## src/rtl/multicycle_ctrl.sv

```systemverilog
// Multi-cycle control FSM for the RV32I core: FETCH/DECODE/EXEC/MEM/WB sequencing,
// memory handshakes with a ready timeout, datapath decode, trap and retire counting.
module multicycle_ctrl #(
    parameter int TIMEOUT = 255,
    parameter int CNT_W   = 32
) (
    input  logic             clk,
    input  logic             rst_n,
    input  logic [31:0]      inst,
    input  logic             imem_rdy,
    input  logic             dmem_rdy,
    input  logic             br_true,
    output logic             imem_req,
    output logic             ir_we,
    output logic             pc_we,
    output logic [1:0]       npc_sel,
    output logic [2:0]       sext_op,
    output logic [3:0]       alu_op,
    output logic             alu_a_sel,
    output logic             alu_b_sel,
    output logic             dmem_req,
    output logic             dmem_we,
    output logic             rf_we,
    output logic [1:0]       wb_sel,
    output logic             trap,
    output logic [1:0]       trap_cause,
    output logic [2:0]       state,
    output logic [CNT_W-1:0] instret
);

    localparam logic [2:0] S_FETCH  = 3'd0;
    localparam logic [2:0] S_DECODE = 3'd1;
    localparam logic [2:0] S_EXEC   = 3'd2;
    localparam logic [2:0] S_MEM    = 3'd3;
    localparam logic [2:0] S_WB     = 3'd4;
    localparam logic [2:0] S_TRAP   = 3'd7;

    localparam int TW = (TIMEOUT < 2) ? 1 : $clog2(TIMEOUT + 1);
    localparam logic [TW-1:0] TLIM = TW'(TIMEOUT);

    logic [6:0]    opc;
    logic [2:0]    f3;
    logic          is_r, is_i, is_ld, is_st, is_br, is_lui, is_auipc, is_jal, is_jalr, legal;
    logic [1:0]    dec_npc;
    logic [2:0]    nstate;
    logic [1:0]    ncause;
    logic          wait_cyc;
    logic [TW-1:0] tcnt;
    logic [TW-1:0] tcnt_inc;

    assign opc      = inst[6:0];
    assign f3       = inst[14:12];
    assign is_r     = (opc == 7'b0110011);
    assign is_i     = (opc == 7'b0010011);
    assign is_ld    = (opc == 7'b0000011);
    assign is_st    = (opc == 7'b0100011);
    assign is_br    = (opc == 7'b1100011);
    assign is_lui   = (opc == 7'b0110111);
    assign is_auipc = (opc == 7'b0010111);
    assign is_jal   = (opc == 7'b1101111);
    assign is_jalr  = (opc == 7'b1100111);
    assign legal    = is_r | is_i | is_ld | is_st | is_br | is_lui | is_auipc | is_jal | is_jalr;
    assign tcnt_inc = tcnt + 1'b1;

    // Datapath configuration depends only on the IR, so it stays stable DECODE..WB.
    always_comb begin
        sext_op   = 3'd0;
        alu_op    = 4'd0;
        alu_a_sel = 1'b0;
        alu_b_sel = 1'b0;
        wb_sel    = 2'd0;
        dec_npc   = 2'd0;
        if (is_r) begin
            alu_op = {inst[30], f3};
        end else if (is_i) begin
            sext_op   = ((f3 == 3'b001) || (f3 == 3'b101)) ? 3'd1 : 3'd0;
            alu_op    = {inst[30] & (f3 == 3'b101), f3};
            alu_b_sel = 1'b1;
        end else if (is_ld) begin
            alu_b_sel = 1'b1;
            wb_sel    = 2'd1;
        end else if (is_st) begin
            sext_op   = 3'd3;
            alu_b_sel = 1'b1;
        end else if (is_br) begin
            sext_op = 3'd2;
            alu_op  = {1'b1, f3};
        end else if (is_lui) begin
            sext_op = 3'd4;
            wb_sel  = 2'd3;
        end else if (is_auipc) begin
            sext_op   = 3'd4;
            alu_a_sel = 1'b1;
            alu_b_sel = 1'b1;
        end else if (is_jal) begin
            sext_op = 3'd5;
            wb_sel  = 2'd2;
            dec_npc = 2'd1;
        end else if (is_jalr) begin
            alu_b_sel = 1'b1;
            wb_sel    = 2'd2;
            dec_npc   = 2'd2;
        end
    end

    always_comb begin
        nstate   = state;
        ncause   = trap_cause;
        wait_cyc = 1'b0;
        case (state)
            S_FETCH: begin
                if (imem_rdy) begin
                    nstate = S_DECODE;
                end else begin
                    wait_cyc = 1'b1;
                    if (tcnt_inc == TLIM) begin
                        nstate = S_TRAP;
                        ncause = 2'd2;
                    end
                end
            end
            S_DECODE: begin
                if (legal) begin
                    nstate = S_EXEC;
                end else begin
                    nstate = S_TRAP;
                    ncause = 2'd1;
                end
            end
            S_EXEC: begin
                if (is_br)               nstate = S_FETCH;
                else if (is_ld || is_st) nstate = S_MEM;
                else                     nstate = S_WB;
            end
            S_MEM: begin
                if (dmem_rdy) begin
                    nstate = is_st ? S_FETCH : S_WB;
                end else begin
                    wait_cyc = 1'b1;
                    if (tcnt_inc == TLIM) begin
                        nstate = S_TRAP;
                        ncause = 2'd3;
                    end
                end
            end
            S_WB:    nstate = S_FETCH;
            S_TRAP:  nstate = S_TRAP;
            default: begin
                nstate = S_TRAP;
                ncause = 2'd1;
            end
        endcase
    end

    // Strobes are gated by rst_n so nothing fires while reset is held, even though state reads FETCH.
    always_comb begin
        imem_req = rst_n && (state == S_FETCH);
        ir_we    = rst_n && (state == S_FETCH) && imem_rdy;
        dmem_req = rst_n && (state == S_MEM);
        dmem_we  = rst_n && (state == S_MEM) && is_st;
        rf_we    = rst_n && (state == S_WB) && (inst[11:7] != 5'd0);
        pc_we    = rst_n && (((state == S_EXEC) && is_br) ||
                             ((state == S_MEM) && is_st && dmem_rdy) ||
                             (state == S_WB));
        npc_sel  = dec_npc;
        if ((state == S_EXEC) && is_br)
            npc_sel = {1'b0, br_true};
        else if (state == S_MEM)
            npc_sel = 2'd0;
    end

    always_ff @(posedge clk or negedge rst_n) begin
        if (!rst_n) begin
            state      <= S_FETCH;
            trap       <= 1'b0;
            trap_cause <= 2'd0;
            instret    <= '0;
            tcnt       <= '0;
        end else begin
            state <= nstate;
            tcnt  <= wait_cyc ? tcnt_inc : '0;
            if ((nstate == S_TRAP) && (state != S_TRAP)) begin
                trap       <= 1'b1;
                trap_cause <= ncause;
            end
            if (pc_we)
                instret <= instret + 1'b1;
        end
    end

endmodule
```

## config.mk

```make
export PLATFORM = sky130hd
export DESIGN_NAME = multicycle_ctrl
export DESIGN_NICKNAME = d
export VERILOG_FILES = /design/src/rtl/multicycle_ctrl.sv
export SDC_FILE = /design/constraint.sdc
export NUM_CORES = 1
export LEC_CHECK = 0
export CAP_MARGIN = 10
export CORE_MARGIN = 5
export CORE_UTILIZATION = 31
export CTS_BUF_LIST = sky130_fd_sc_hd__clkbuf_8
export DETAILED_ROUTE_END_ITERATION = 10
export MAX_ROUTING_LAYER = met4
export PLACE_DENSITY = 0.6
export SYNTH_ARGS = -nofsm -noshare
export SYNTH_HDL_FRONTEND = slang
export SYNTH_SLANG_ARGS = --single-unit
```

## constraint.sdc

```tcl
create_clock -name clk -period 2 [get_ports clk]
set_input_delay 0.2 -clock clk [delete_from_list [all_inputs] [get_ports clk]]
set_output_delay 0.2 -clock clk [all_outputs]
set_load 0.02 [all_outputs]
```

==> impl_metrics.json, run 1 <==
{
  "timing.rr.start": "state[2]",
  "syn-cell-area_um2": 2830,
  "worstSetupPathType": "in2reg",
  "synth_seq_cells": 46,
  "dpl.hpwl_mm": 5.97,
  "worst_hold_slack_ps": 47.4,
  "yosysSeqAreaShare": 0.406,
  "avgSynthCellArea_um2": 9.81,
  "dr.pass1.iters": 4,
  "p_leak_nw": 1.93,
  "vdd_drop_max_uv": 471,
  "p_sw_w": 0.000506,
  "fp.coreArea_um2": 8810,
  "skew_ps": 13.8,
  "die-area_um2": 11200,
  "htreeDepth": 2,
  "critPathRequiredTime_ps": 2230,
  "path_max_fanout": 6,
  "maxCapViolCount": 0,
  "routed_wl_mm": 8.07,
  "p_int_w": 0.00160,
  "io_buffers": 77,
  "cts.clk_slew.worst_paths_ps": 100,
  "fin_total_pwr_w": 0.00211,
  "antenna_found_initial": 0,
  "drc": 0,
  "dominantRegCellSynth": "dfrtp_1",
  "worstPathArrival_ps": 2180,
  "start_kind": "primary input",
  "power_density_nw_per_um2": 481,
  "crit_start": "inst[4]",
  "setup_viol": 0,
  "slew_violations": 0,
  "synth_nets": 329,
  "fin_crit_ps": 1950,
  "hold_violations": 0,
  "vias": 2687,
  "synthCells": 289,
  "post-synth-top-count-cell": "dfrtp_1",
  "rows": 34,
  "max-slew-margin-rel": 0.634,
  "fillerInstances": 836,
  "chipHeight_um": 106,
  "synth_enable_flop_cells": 0,
  "ctsLongestPathBuffers": 2,
  "async_flop_share": 1.00,
  "switching_share": 0.240,
  "p_seq_frac": 0.474,
  "synth_top_area_cell": "dfrtp_1",
  "overflow": 0,
  "crit_path_end_kind": "flip-flop",
  "grt_pass1_vias": 2712,
  "numCtsBuffers": 5,
  "worst_slew_pin_slew_ps": 548,
  "ys_top_cells_by_area": "dfrtp_1 (41%), xor2_1 (9.3%), nor4_2 (5.7%)",
  "fmax_mhz": 514,
  "die_w_um": 106,
  "routabilityCongestion": 0.859,
  "utilization": 0.498,
  "drt_iter0_drc": 74,
  "ff2ff_path_depth": 6,
  "synthDominantCellAreaShare": 0.406,
  "fin_tns_setup_ps": 0,
  "post_dp_cell_area_um2": 4070,
  "ys_top_cells_by_count": "dfrtp_1 (46), xor2_1 (30), nand3_1 (20), nor2_1 (20), nand2_1 (17)",
  "final_cell_area_um2": 4380,
  "ant_nets": 0,
  "netlist-cell-type-count": 58,
  "via_per_inst": 5.12,
  "io-pin-count": 94,
  "yosysWarningCount": 0,
  "rsz0062_at_grt": "yes",
  "grt_pass1_wl_mm": 13.6,
  "r2r_slack_ps": 60,
  "drive_above_1_share": 0.302,
  "r2r_end": "instret[29]",
  "diodes": 0,
  "status": "finished, final reports clean",
  "finalCritPeriodShare": 0.973,
  "final_nets": 456,
  "cts-root-buf": "clkbuf_8",
  "clock_sinks": 46,
  "clkPwrFrac": 0.392,
  "start_util": 0.322,
  "synthToLayoutAreaGrowth_pct": 54.7,
  "clk_latency_ps": 300,
  "power_frac_comb": 0.134,
  "grt_use_total": 0.150,
  "hp-class": "in2async",
  "cts_tree": "built",
  "wl_per_cell_um": 15.4,
  "grt_max_degree": 43
}
## layout by cell type, fill, tap and decap left out, types with 3 or more instances in the layout
cell and instances:
clkdlybuf4s50_1 53, buf_4 52, dfrtp_1 43, xor2_1 30, nor2_1 20, nand3_1 18
nand2_1 16, nor3_1 10, nand4_1 10, buf_2 10, nor4_2 9, nand2b_1 8
inv_1 6, xnor2_1 6, dlygate4sd2_1 6, o21ai_0 5, nor4_4 5, clkbuf_8 5
dlymetal6s2s_1 5, nand3b_1 4, or3_1 4, and2_1 4, nor3_2 4, a21oi_1 4
nor2b_1 3, a211oi_1 3, and3_1 3, buf_6 3, dfrtp_2 3
## kinds of logic (layout without fill, tap and decap cells)
kind of cell | Yosys count | after routing | share of synthesized area
compound gates | 36 | 36 | 0.0945
xor+xnor | 36 | 36 | 0.111
fa+ha+maj | 3 | 3 | 0.0132
buf+inv | 23 | 151 | 0.0428
flops | 46 | 46 | 0.406
mux | 2 | 2 | 0.00751
simple gates | 143 | 143 | 0.325
## layout make-up
type                            instances  area, um2  share of cell area
Multi-Input combinational cell        220       1720               0.391
Tap cell                              108        135              0.0308
Clock inverter                          3       68.8              0.0157
Clock buffer                            5       68.8              0.0157
Inverter                                8       30.0             0.00685
Sequential cell                        46       1150               0.263
Timing Repair Buffer                  135       1210               0.276
## metrics by stage
stage | cells | setup slack [ps]
2_1_floorplan | 289 | -103
3_3_place_gp | 511 | -430
3_5_place_dp | 511 | -446
4_1_cts | 520 | -12.8
5_1_grt | 525 | -80.7
6_report | 525 | 54.2
## worst max-delay path by stage
stage,to,slack (ps),cells after the start
final,instret[29],50,7
after global routing,instret[10],-80,7
after CTS,alu_op[3],-10,7
after detailed placement,alu_op[3],-450,7
after global placement,instret[7],-430,9
after floorplan,instret[22],-100,7
## flip-flops by register name (all words and copies together) (netlist names)
name,flops
instret,32
tcnt,8
state,3
trap_cause,2
trap,1
## per-layer routing
| metal | global-route usage | wire [um] |
|---|---|---|
| met1 | 0.188 | 3680 |
| met4 | 0.0361 | 113 |
| met3 | 0.0300 | 382 |
| met5 | - | 0 |
| met2 | 0.250 | 3890 |
## power by group through the flow
stage	logic, W	registers (W)	clock network [W]
final	0.000283	0.000999	0.000828
after global routing	0.000308	0.00101	0.000890
after CTS	0.000283	0.000999	0.000860
after detailed placement	0.000281	0.00102	0
after global placement	0.000278	0.00102	0
after floorplan	0.0000692	0.00105	0
## worst max-delay path, cell delays in order
cell             delay [ps]
clkdlybuf4s50_1         440
nand3b_1                220
o41a_1                  430
a2bb2oi_4               200
buf_12                  160
nor4b_1                 340
xor2_1                  180
## repair_timing
item | in CTS | in global routing
setup endpoints to repair | 45 | 45
gates resized for setup | 52 | 40
gates cloned | 0 | 2
pin swaps | 3 | 13
endpoints found under the hold margin | 4 | 0
hold buffers | 1 | 0
buffers inserted | 0 | 3
(Power assumes the default switching activity.)
==> run 2, diff against run 1 <==
CORE_MARGIN = not set   (was 5)
CORE_UTILIZATION = 43   (was 31)
PLACE_DENSITY = 0.79   (was 0.6)
==> run 2 against run 1 <==
The run now ends with setup timing left. Global-route usage up 8.2 points. Count of clock-buffer cells in the layout is the same. Clock skew rose by 2.3 ps. Sequential share of layout area is 0.18 points lower. Worst setup slack got worse by 66 ps. Cell count down 5.7%. Design area grew 1.1%. Core utilization up 20 points. Die area down 38%. Non-clock buffer count rose by 1. Via count increased by 5.5%. Largest cell class unchanged. Largest power group unchanged. Highest routed layer unchanged.
==> impl_metrics.json, run 2 (same netlist as run 1, synthesis figures left out) <==
{
  "worst_slew_pin_slew_ps": 603,
  "crit_start": "inst[6]",
  "rows": 29,
  "critPathRequiredTime_ps": 1800,
  "p_leak_nw": 2.08,
  "hold_violations": 0,
  "vias": 2835,
  "routed_wl_mm": 8.39,
  "final_nets": 457,
  "skew_ps": 16.0,
  "max-slew-margin-rel": 0.598,
  "layout_common_cells": "clkdlybuf4s50_1 (55), buf_4 (51), dfrtp_1 (39)",
  "routabilityCongestion": 0.912,
  "start_util": 0.446,
  "dr.pass1.iters": 4,
  "fp.coreArea_um2": 6350,
  "violations": "setup timing",
  "r2r_end": "instret[25]",
  "worstPathArrival_ps": 1810,
  "final_common_cell": "clkdlybuf4s50_1",
  "overflow": 0,
  "maxCapViolCount": 0,
  "wl_per_cell_um": 17.0,
  "numCtsBuffers": 5,
  "grt_use_total": 0.233,
  "r2r_slack_ps": 40,
  "drt_iter0_drc": 194,
  "ctsLongestPathBuffers": 2,
  "chipHeight_um": 83.2,
  "path_max_fanout": 6,
  "clk_latency_ps": 300,
  "cts_tree": "built",
  "antenna_found_initial": 0,
  "setup_viol": 1,
  "clock_sinks": 46,
  "ant_nets": 0,
  "fin_crit_ps": 2010,
  "largest_register_ffs": 32,
  "finalCritPeriodShare": 1.01,
  "slew_violations": 0,
  "ff2ff_path_depth": 6,
  "start_kind": "primary input",
  "grt_max_degree": 44,
  "die-area_um2": 6920,
  "grt_pass1_wl_mm": 12.6,
  "fin_total_pwr_w": 0.00185,
  "htreeDepth": 2,
  "io-pin-count": 94,
  "via_per_inst": 5.73,
  "top_register": "instret",
  "drive_above_1_share": 0.306,
  "die_w_um": 83.2,
  "grt_pass1_vias": 2603,
  "worstSetupPathType": "in2out",
  "io_buffers": 77,
  "dpl.hpwl_mm": 5.60,
  "crit_path_end_kind": "primary output",
  "worst_hold_slack_ps": 22.8,
  "hp-class": "in2async",
  "fmax_mhz": 497,
  "fillerInstances": 431,
  "vdd_drop_max_uv": 343,
  "power_density_nw_per_um2": 417,
  "timing.rr.start": "state[2]",
  "cts.clk_slew.worst_paths_ps": 80,
  "status": "finished, violations left",
  "cts-root-buf": "clkbuf_8",
  "rsz0062_at_grt": "yes",
  "layout_setup_ws_ps": -11.4,
  "drc": 0,
  "largestRegisters": "instret: 32 flops, tcnt: 8 flops, state: 3 flops",
  "synthToLayoutAreaGrowth_pct": 56.4,
  "diodes": 0
}
## run 2: worst max-delay path by stage
stage                  endpoint  slack (ps)  cells past startpoint
finish               sext_op[2]         -10                      5
global route         sext_op[2]        -100                      5
CTS                   alu_op[3]         -10                      7
detailed placement    alu_op[3]        -460                      7
global placement      alu_op[3]        -420                      7
floorplan           instret[22]        -100                      7
## run 2: cell type report
cell class / count / area (um2) / area share
flip-flops and latches: 46 / 1160 / 0.262
clock inverters: 3 / 17.5 / 0.00395
clock buffers: 5 / 68.8 / 0.0155
multi-input cells: 220 / 1820 / 0.410
inverters: 8 / 30.0 / 0.00678
well taps: 77 / 96.3 / 0.0217
repair buffers: 136 / 1240 / 0.281
## run 2: critical path, stage by stage
cell             delay [ps]
clkdlybuf4s50_1         460
buf_4                   180
or3b_2                  450
a21oi_1                 220
clkdlybuf4s15_2         300
## run 2: where the power goes
group	internal (W)	total, W	switching (W)
registers	0.000959	0.00100	0.0000405
logic	0.000150	0.000294	0.000144
clock network	0.000242	0.000554	0.000312
## run 2: layer usage
metal / routed length (um) / global-route usage / vias to the layer above
met1: 3430 / 0.284 / 1393
met5: 0 / - / -
met4: 199 / 0.0768 / 0
met3: 468 / 0.0408 / 20
met2: 4300 / 0.391 / 113
li1: - / - / 1309
## run 2: repair_timing
item,CTS,global route
endpoints found under the setup margin,31,34
gates resized for setup,61,47
hold buffers,1,0
setup buffers,0,7
endpoints found under the hold margin,3,0
pin swaps,1,36
cloned,0,2
## run 2: metrics by stage
stage               setup slack, ps  cell area (um2)  TNS, ps  std cells  utilization
floorplan                      -103             2870    -1610        289            -
global placement               -423             4010   -13850        477        0.632
detailed placement             -456             4010   -14980        477        0.632
CTS                           -13.2             4170    -29.3        486        0.657
global route                  -96.5             4430     -351        495        0.698
finish                        -11.4             4430    -11.4        495        0.698
==> run 3, diff against run 2 <==
SETUP_SLACK_MARGIN = 0.2   (was not set)
==> run 3 against run 2 <==
Highest routed layer unchanged. Design area is 7.6% higher. Largest power group unchanged. Critical path depth is 3 higher. Routed wire length grew 2.2%. Worst setup slack better by 85 ps. Sequential power hardly changed. The run now ends clean. Combinational power is 3% higher. Sequential cell count is the same. Global-route usage up 1.4 points. Clock power up 30%. Sequential share of layout area shrank 1.7 points. Clock skew decreased by 3.1 ps.
==> impl_metrics.json, run 3 (same netlist as run 1, synthesis figures left out) <==
{
  "fin_tns_setup_ps": 0,
  "dr.pass1.iters": 5,
  "diodes": 0,
  "grtUsageMet3": 0.0408,
  "fin_crit_ps": 1930,
  "setup_viol": 0,
  "crit_path_end_kind": "flip-flop",
  "drt_iter0_drc": 160,
  "io_buffers": 77,
  "worstPathArrival_ps": 2140,
  "hold_buffers": 0,
  "layout_common_cells": "buf_4 (54), clkdlybuf4s50_1 (52), dfrtp_1 (35)",
  "routabilityCongestion": 0.862,
  "maxCapViolCount": 0,
  "largest_register_ffs": 32,
  "power_density_nw_per_um2": 424,
  "top_register": "instret",
  "fp.coreArea_um2": 6350,
  "start_util": 0.446,
  "routed_wl_mm": 8.58,
  "hp-class": "in2async",
  "top_usage_layer": "met2",
  "drive_above_1_share": 0.403,
  "status": "finished, final reports clean",
  "vdd_drop_max_uv": 462,
  "chipHeight_um": 83.2,
  "grt_pass1_vias": 2706,
  "final_nets": 458,
  "antenna_found_initial": 0,
  "grt_max_degree": 47,
  "grt_pass1_wl_mm": 13.4,
  "clock_sinks": 46,
  "largestRegisters": "instret: 32 flops, tcnt: 8 flops, state: 3 flops",
  "finalCritPeriodShare": 0.963,
  "rows": 29,
  "max-slew-margin-rel": 0.609,
  "worst_slew_pin_slew_ps": 587,
  "cts_tree": "built",
  "overflow": 0,
  "clk_latency_ps": 300,
  "vias": 2777,
  "numCtsBuffers": 5,
  "synthToLayoutAreaGrowth_pct": 68.2,
  "drc": 0,
  "fmax_mhz": 519,
  "htreeDepth": 2,
  "cts.clk_slew.worst_paths_ps": 90,
  "globalRouteMet2Util": 0.423,
  "wl_per_cell_um": 17.3,
  "via_per_inst": 5.60,
  "utilization": 0.751,
  "p_leak_nw": 2.27,
  "path_max_fanout": 9,
  "start_kind": "primary input",
  "die-area_um2": 6920,
  "skew_ps": 13.0,
  "io-pin-count": 94,
  "dpl.hpwl_mm": 5.60,
  "rsz0062_at_grt": "yes",
  "hold_violations": 0,
  "grt_use_met1": 0.302,
  "worstSetupPathType": "in2reg",
  "ant_nets": 0,
  "die_w_um": 83.2,
  "critPathRequiredTime_ps": 2210,
  "ctsLongestPathBuffers": 2,
  "slew_violations": 0,
  "grt_use_total": 0.246,
  "final_common_cell": "buf_4",
  "cts-root-buf": "clkbuf_8"
}
## run 3: changes by cell type in the layout (fill, tap and decap cells not counted), moves of 4 or more
cell / change
nor3_4: +9
buf_12: +6
nand3_1: -6
nor3_2: -5
dfrtp_1: -4
dfrtp_2: +4
nor2_1: -4
nor3_1: -4
## run 3: cell type report
class | instances | area [um2]
clock inverter | 2 | 33.8
inverter | 8 | 30.0
fill | 415 | 1580
multi-input combinational | 220 | 2090
sequential | 46 | 1160
timing repair buffer | 137 | 1260
clock buffer | 6 | 82.6
tap | 77 | 96.3
## run 3: worst paths after layout
path,startpoint,to,slack [ps],cells past startpoint
worst max-delay path,inst[2],instret[23],70,8
worst min-delay path,rst_n,trap_cause[0],20,2
worst max register to register,instret[1],instret[31],90,7
worst min register to register,trap,trap,490,1
max in group asynchronous,rst_n,instret[17],1550,2
min in group clk,trap,trap,490,1
## run 3: timing repair
item,4_1_cts,5_1_grt
setup endpoints to repair,56,53
pin swaps,35,22
setup buffers,11,9
resized for setup,128,48
## run 3: worst max-delay path, stage by stage
cell,delay (ps)
clkdlybuf4s50_1,440
buf_6,160
o41a_1,450
a2bb2oi_4,180
buf_12,180
buf_12,150
nor4_4,180
xor2_1,200
## run 3: per-stage QoR
stage                     instance area (um2)  instances  worst slack, ps  total power (W)  hold slack, ps
after global placement                   4130        468             -367          0.00129             347
after detailed placement                 4130        468             -406          0.00129             360
after CTS                                4570        487             64.2          0.00202            24.6
final                                    4770        496             73.8          0.00202            22.7
after floorplan                          3020        289            -53.9          0.00112           -95.6
after global routing                     4770        496            -22.3          0.00210            61.3
## run 3: power breakdown
group / internal (W) / switching [W] / leakage [nW]
combinational: 0.000149 / 0.000153 / 1.66
clock: 0.000403 / 0.000315 / 0.0626
sequential: 0.000960 / 0.0000422 / 0.547
total: 0.00151 / 0.000510 / 2.27
## run 3: per-layer routing
layer,wire (um),part of all wire
met1,3580,0.42
met2,4520,0.53
met3,353,0.041
met4,128,0.015
met5,0,0
